## src/rtl/store_packer_if.sv

```systemverilog
// store_packer_if: request side from execute and write side toward data memory
interface store_packer_if #(parameter int CNT_W = 2);
    logic             req_valid;
    logic             req_ready;
    logic [31:0]      req_addr;
    logic [31:0]      req_data;
    logic [1:0]       req_size;
    logic             mem_valid;
    logic             mem_ready;
    logic [31:0]      mem_addr;
    logic [31:0]      mem_wdata;
    logic [3:0]       mem_be;
    logic             misalign_err;
    logic [31:0]      err_addr;
    logic [CNT_W-1:0] count;
    modport master (
        output req_valid, req_addr, req_data, req_size, mem_ready,
        input  req_ready, mem_valid, mem_addr, mem_wdata, mem_be, misalign_err, err_addr, count
    );
    modport slave (
        input  req_valid, req_addr, req_data, req_size, mem_ready,
        output req_ready, mem_valid, mem_addr, mem_wdata, mem_be, misalign_err, err_addr, count
    );
endinterface

```

## src/rtl/store_packer.sv

```systemverilog
// store_packer: lane-aligns sb/sh/sw stores, drops misaligned/illegal ones, queues writes toward memory
module store_packer #(
    parameter int DEPTH = 2,
    parameter int CNT_W = 2
) (
    input logic          clk,
    input logic          rst_n,
    store_packer_if.slave bus
);
    localparam int PW = $clog2(DEPTH);
    logic [29:0]      addr_m [DEPTH];
    logic [31:0]      data_m [DEPTH];
    logic [3:0]       be_m   [DEPTH];
    logic [PW-1:0]    wp, rp;
    logic [CNT_W-1:0] cnt;
    logic [31:0]      wdata;
    logic [3:0]       be;
    logic             bad, accept, push, pop;
    always_comb begin
        wdata = bus.req_size == 2'b00 ? {4{bus.req_data[7:0]}} :
                bus.req_size == 2'b01 ? {2{bus.req_data[15:0]}} : bus.req_data;
        be    = bus.req_size == 2'b00 ? 4'b0001 << bus.req_addr[1:0] :
                bus.req_size == 2'b01 ? (bus.req_addr[1] ? 4'b1100 : 4'b0011) : 4'b1111;
        bad   = bus.req_size == 2'b11 ||
                (bus.req_size == 2'b01 && bus.req_addr[0]) ||
                (bus.req_size == 2'b10 && bus.req_addr[1:0] != 2'b00);
    end
    // ready depends only on occupancy so a pop never combinationally opens the request side
    assign bus.req_ready = cnt != CNT_W'(DEPTH);
    assign bus.mem_valid = cnt != '0;
    assign accept        = bus.req_valid && bus.req_ready;
    assign push          = accept && !bad;
    assign pop           = bus.mem_valid && bus.mem_ready;
    assign bus.mem_addr  = bus.mem_valid ? {addr_m[rp], 2'b00} : '0;
    assign bus.mem_wdata = bus.mem_valid ? data_m[rp] : '0;
    assign bus.mem_be    = bus.mem_valid ? be_m[rp] : '0;
    assign bus.count     = cnt;
    always_ff @(posedge clk) begin
        if (push) begin
            addr_m[wp] <= bus.req_addr[31:2];
            data_m[wp] <= wdata;
            be_m[wp]   <= be;
        end
    end
    always_ff @(posedge clk or negedge rst_n) begin
        if (!rst_n) begin
            wp               <= '0;
            rp               <= '0;
            cnt              <= '0;
            bus.misalign_err <= 1'b0;
            bus.err_addr     <= '0;
        end else begin
            if (push) wp <= wp + 1'b1;
            if (pop) rp <= rp + 1'b1;
            cnt              <= cnt + CNT_W'(push) - CNT_W'(pop);
            bus.misalign_err <= accept && bad;
            if (accept && bad) bus.err_addr <= bus.req_addr;
        end
    end
endmodule

```

## src/flat_wrapper.sv

```systemverilog
// flat-port wrapper written by rule: the top's interface ports become plain ports
module store_packer_flat 
#(
    parameter int DEPTH = 2,
    parameter int CNT_W = 2
)
  (clk, rst_n, bus_req_valid, bus_req_addr, bus_req_data, bus_req_size, bus_mem_ready, bus_req_ready, bus_mem_valid, bus_mem_addr, bus_mem_wdata, bus_mem_be, bus_misalign_err, bus_err_addr, bus_count);
  store_packer_if #(.CNT_W(CNT_W)) bus_i ();
  input logic clk;
  input logic rst_n;
  input wire logic [$bits(bus_i.req_valid)-1:0] bus_req_valid;
  input wire logic [$bits(bus_i.req_addr)-1:0] bus_req_addr;
  input wire logic [$bits(bus_i.req_data)-1:0] bus_req_data;
  input wire logic [$bits(bus_i.req_size)-1:0] bus_req_size;
  input wire logic [$bits(bus_i.mem_ready)-1:0] bus_mem_ready;
  output wire logic [$bits(bus_i.req_ready)-1:0] bus_req_ready;
  output wire logic [$bits(bus_i.mem_valid)-1:0] bus_mem_valid;
  output wire logic [$bits(bus_i.mem_addr)-1:0] bus_mem_addr;
  output wire logic [$bits(bus_i.mem_wdata)-1:0] bus_mem_wdata;
  output wire logic [$bits(bus_i.mem_be)-1:0] bus_mem_be;
  output wire logic [$bits(bus_i.misalign_err)-1:0] bus_misalign_err;
  output wire logic [$bits(bus_i.err_addr)-1:0] bus_err_addr;
  output wire logic [$bits(bus_i.count)-1:0] bus_count;
  assign bus_i.req_valid = bus_req_valid;
  assign bus_i.req_addr = bus_req_addr;
  assign bus_i.req_data = bus_req_data;
  assign bus_i.req_size = bus_req_size;
  assign bus_i.mem_ready = bus_mem_ready;
  assign bus_req_ready = bus_i.req_ready;
  assign bus_mem_valid = bus_i.mem_valid;
  assign bus_mem_addr = bus_i.mem_addr;
  assign bus_mem_wdata = bus_i.mem_wdata;
  assign bus_mem_be = bus_i.mem_be;
  assign bus_misalign_err = bus_i.misalign_err;
  assign bus_err_addr = bus_i.err_addr;
  assign bus_count = bus_i.count;
  store_packer #(.DEPTH(DEPTH), .CNT_W(CNT_W)) u_core (.clk(clk), .rst_n(rst_n), .bus(bus_i));
endmodule
```

## config.mk

```make
export PLATFORM = sky130hd
export DESIGN_NAME = store_packer_flat
export DESIGN_NICKNAME = d
export VERILOG_FILES = /design/src/rtl/store_packer_if.sv /design/src/rtl/store_packer.sv /design/src/flat_wrapper.sv
export SDC_FILE = /design/constraint.sdc
export NUM_CORES = 1
export LEC_CHECK = 0
export CORE_ASPECT_RATIO = 0.75
export CORE_MARGIN = 3
export CORE_UTILIZATION = 31
export CTS_BUF_LIST = sky130_fd_sc_hd__clkbuf_2
export DETAILED_ROUTE_END_ITERATION = 10
export MAX_ROUTING_LAYER = met4
export PLACE_DENSITY = 0.61
export SLEW_MARGIN = 20
export SYNTH_ARGS = -nofsm -noshare
export SYNTH_HDL_FRONTEND = slang
export SYNTH_SLANG_ARGS = --single-unit
```

## constraint.sdc

```tcl
create_clock -name clk -period 6.4 [get_ports clk]
set_input_delay 1.28 -clock clk [delete_from_list [all_inputs] [get_ports clk]]
set_output_delay 1.28 -clock clk [all_outputs]
set_load 0.05 [all_outputs]
```

==> reports/qor.yml <==
sta:
  max_slew.worst_pin.slew_ps: 1030
  grt_setup_unrepaired: "false"
  finalSetupViolCount: 0
  minimum_clock_period_ps: 4500
  final_cycle_utilization_of_the_critical_path_pct: 70.3
  timing.slew.headroom_pct: 31.1
  clock.fmax_ghz: 0.222
  fin_tns_setup_ps: 0
  timing.final.ws_setup_ps: 1900
  final_report_hold_violation_count: 0
  fin_skew_ps: 40.2
  timing_max_transition_violations_final: 0
synthesis:
  postSynthAreaPerCell_um2: 16.2
  ys_seq_area_share_pct: 70.3
  synth-warning-count: 0
  post_synth_instance_area_um2: 6960
  synth_cell_type_count: 29
  post_synth_inst_count: 430
  yosys_register_bits: 169
clock_network:
  worst_setup_hold_path_clk_slew_ps: 220
  clkSinkCount: 169
  clock_tree.htree_level_count: 4
  clock_tree_from_tritoncts: "yes"
  latest_clock_arrival_within_the_worst_skew_pair_ps: 730
  cts_made_buffers: 17
  clock_path_buffers: 2
  postCtsSetupBuffers: 0
  cts_root_buffer: "clkbuf_2"
  cts_resized: 0
  cts-hold-fix-buffers: 0
pwr:
  power.leakage_uw: 0.00355
  net_switching_power_uw: 2290
  internal_power_uw: 2580
  power.switching_fraction_pct: 47.0
  clkPwrFrac_pct: 12.2
  power.combinational.fraction_pct: 56.1
  seq_power_share_pct: 31.7
  cellPowerDensity_nw_per_um2: 526
  worst_ir_drop_vdd_v: 0.000282
flow_run:
  max_cap_violations: 0
layout:
  synthToLayoutAreaGrowth_pct: 33.1
  drive_above_1_share_pct: 15.2
  post-route-util_pct: 42.9
  multiInputGateArea_um2: 1930
  layout.nets: 676
  nFillCells: 1960
  final-seq-area_um2: 4890
place:
  place_congestion: 0.780
  port_buffers: 172
  dp_hpwl_um: 11000
  dp_slack_ps: 1850
route:
  drt.antenna.violating_nets: 0
  maxUsedRoutingLayer: "met4"
  firstDrtPassIters: 4
  wl_met2_um: 7120
  remaining_drc_errors: 0
  routed_wirelength_um: 15900
  m1WireLength_um: 7680
  via_count: 3987
  wl_met3_um: 923
  routedWlPerCell_um: 17.6
  routed_via_density: 4.40
  drt_first_iter_violations: 184
worst_setup_path:
  crit_path_start_kind: "flip-flop"
  cp.required_ps: 5120
  slowest_delay_ps: 770
  critical-path-slowest-cell: "clkdlybuf4s50_1"
  cpLargestDelayFamily: "buffers and inverters"
  reg2regPathDepth: 4
  timing.setup.critical_path_class: "flip-flop to output port"
  end_kind: "output port"
  path_buf_inv: 2
  timing.critical_path.depth: 4
  critical_path.max_fanout: 36
  critPathArrivalTime_ps: 3220
  crit_chain: "nor2_4 > buf_4 > nor2_1 > clkdlybuf4s50_1"
worst_hold_path:
  hold_class: "flip-flop to flip-flop"
  hold-path-cell-count: 1
grt:
  maximum_number_of_pins_on_one_net_before_global_route_repair: 68
  globalRouteOverflowTotal: 0
  grt_first_pass_wirelength_um: 23900
  grt_antenna_before_repair: 1
  first_global_vias: 4178
  grt_util_all_layers_pct: 13.6
die:
  rows: 46
  start_util_pct: 32.2
  coreArea_um2: 21600
  chipHeight_um: 136
  dieArea_um2: 24300
  die_w_um: 179
  num_io_pins: 175
run_status:
  run_status: "completed"
==> sequential cells by signal, summed over array words and instances (netlist names) <==
signal	flops
u_core.addr_m	60
u_core.be_m	8
u_core.bus.count	2
u_core.bus.err_addr	32
u_core.bus.misalign_err	1
u_core.data_m	64
u_core.rp	1
u_core.wp	1
==> kinds of logic after synthesis <==
| kind of cell | synth area share, % |
|---|---|
| AO/OA/AOI/OAI | 1.80 |
| XOR/XNOR | 0.630 |
| adder cells (fa/ha/maj) | 0.180 |
| buffers and inverters | 2.37 |
| flip-flops | 70.3 |
| multiplexers | 20.0 |
| other | 0.0539 |
| AND/OR/NAND/NOR | 4.69 |
==> final cells by class <==
class,instances,area share (%)
sequential,169,52.9
antenna,1,0.0270
clock buffer,20,1.08
clock inverter,12,1.65
inverter,6,0.243
tap,288,3.89
timing repair buffer,180,19.4
multi-input combinational,231,20.8
==> synthesized netlist by cell type (all sizes together) <==
cell type / count / area, µm²
nor3: 1 / 5.00
xor2: 2 / 17.5
mux2: 48 / 649
o211ai: 1 / 7.51
or2: 1 / 6.26
nand2b: 2 / 12.5
o21bai: 2 / 15.0
xnor2: 3 / 26.3
o21a: 1 / 7.51
nor2: 71 / 267
a21o: 2 / 15.0
a21oi: 1 / 5.00
inv: 6 / 22.5
ha: 1 / 12.5
conb: 1 / 3.75
clkbuf: 6 / 22.5
edfxtp: 132 / 3960
and2: 1 / 6.26
nand2: 8 / 30.0
o21ai: 8 / 40.0
o2111ai: 2 / 35.0
mux2i: 74 / 741
dfrtp: 37 / 926
buf: 19 / 120
==> worst paths after layout <==
kind                                          from                 endpoint  slack (ps)
setup / recovery               u_core.bus.count[1]            bus_mem_be[3]        1900
hold / removal             u_core.bus.err_addr[18]  u_core.bus.err_addr[18]         540
setup reg to reg               u_core.bus.count[0]     u_core.data_m[0][26]        3610
hold reg to reg            u_core.bus.err_addr[18]  u_core.bus.err_addr[18]         540
max in group asynchronous                    rst_n                u_core.rp        5080
min in group asynchronous                    rst_n  u_core.bus.err_addr[20]         630
==> through the flow <==
stage,cells,total power (µW),hold slack (ps),cell area [µm²]
finish,907,4870,541,9260
global route,907,5080,557,9260
CTS,905,4920,539,9230
detailed placement,873,4320,492,8970
global placement,873,4300,489,8970
floorplan,431,3400,468,6960
==> power groups by stage <==
stage               registers (µW)  clock network [µW]  logic, µW
floorplan                     1900                   0       1500
global placement              1630                   0       2670
detailed placement            1640                   0       2680
CTS                           1620                 613       2690
global route                  1570                 663       2850
finish                        1540                 592       2730
==> worst register-to-register path, cell delays in order, from the launching register on <==
cell	delay [ps]
dfrtp_1	480
nand2b_1	310
o211ai_1	350
nor2_4	890
buf_4	450
==> cell usage in the layout (no fill, tap or decap), drive strengths merged, types with 2 or more instances in the layout <==
master / instances
conb: 2
a21o: 2
o2111ai: 2
edfxtp: 132
o21bai: 2
nor2: 71
bufinv: 3
clkinv: 4
xor2: 2
nand2: 8
xnor2: 3
inv: 7
clkbuf: 20
mux2i: 74
o21ai: 8
mux2: 48
nand2b: 2
clkinvlp: 4
clkdlybuf4s50: 171
dfrtp: 37
buf: 9
==> layer usage <==
layer,up-vias,global-route usage (%)
li1,1913,-
met2,117,19.5
met3,16,3.92
met4,0,3.85
met1,1941,18.8
met5,-,-
No activity file was read; power rests on OpenSTA's default activity.
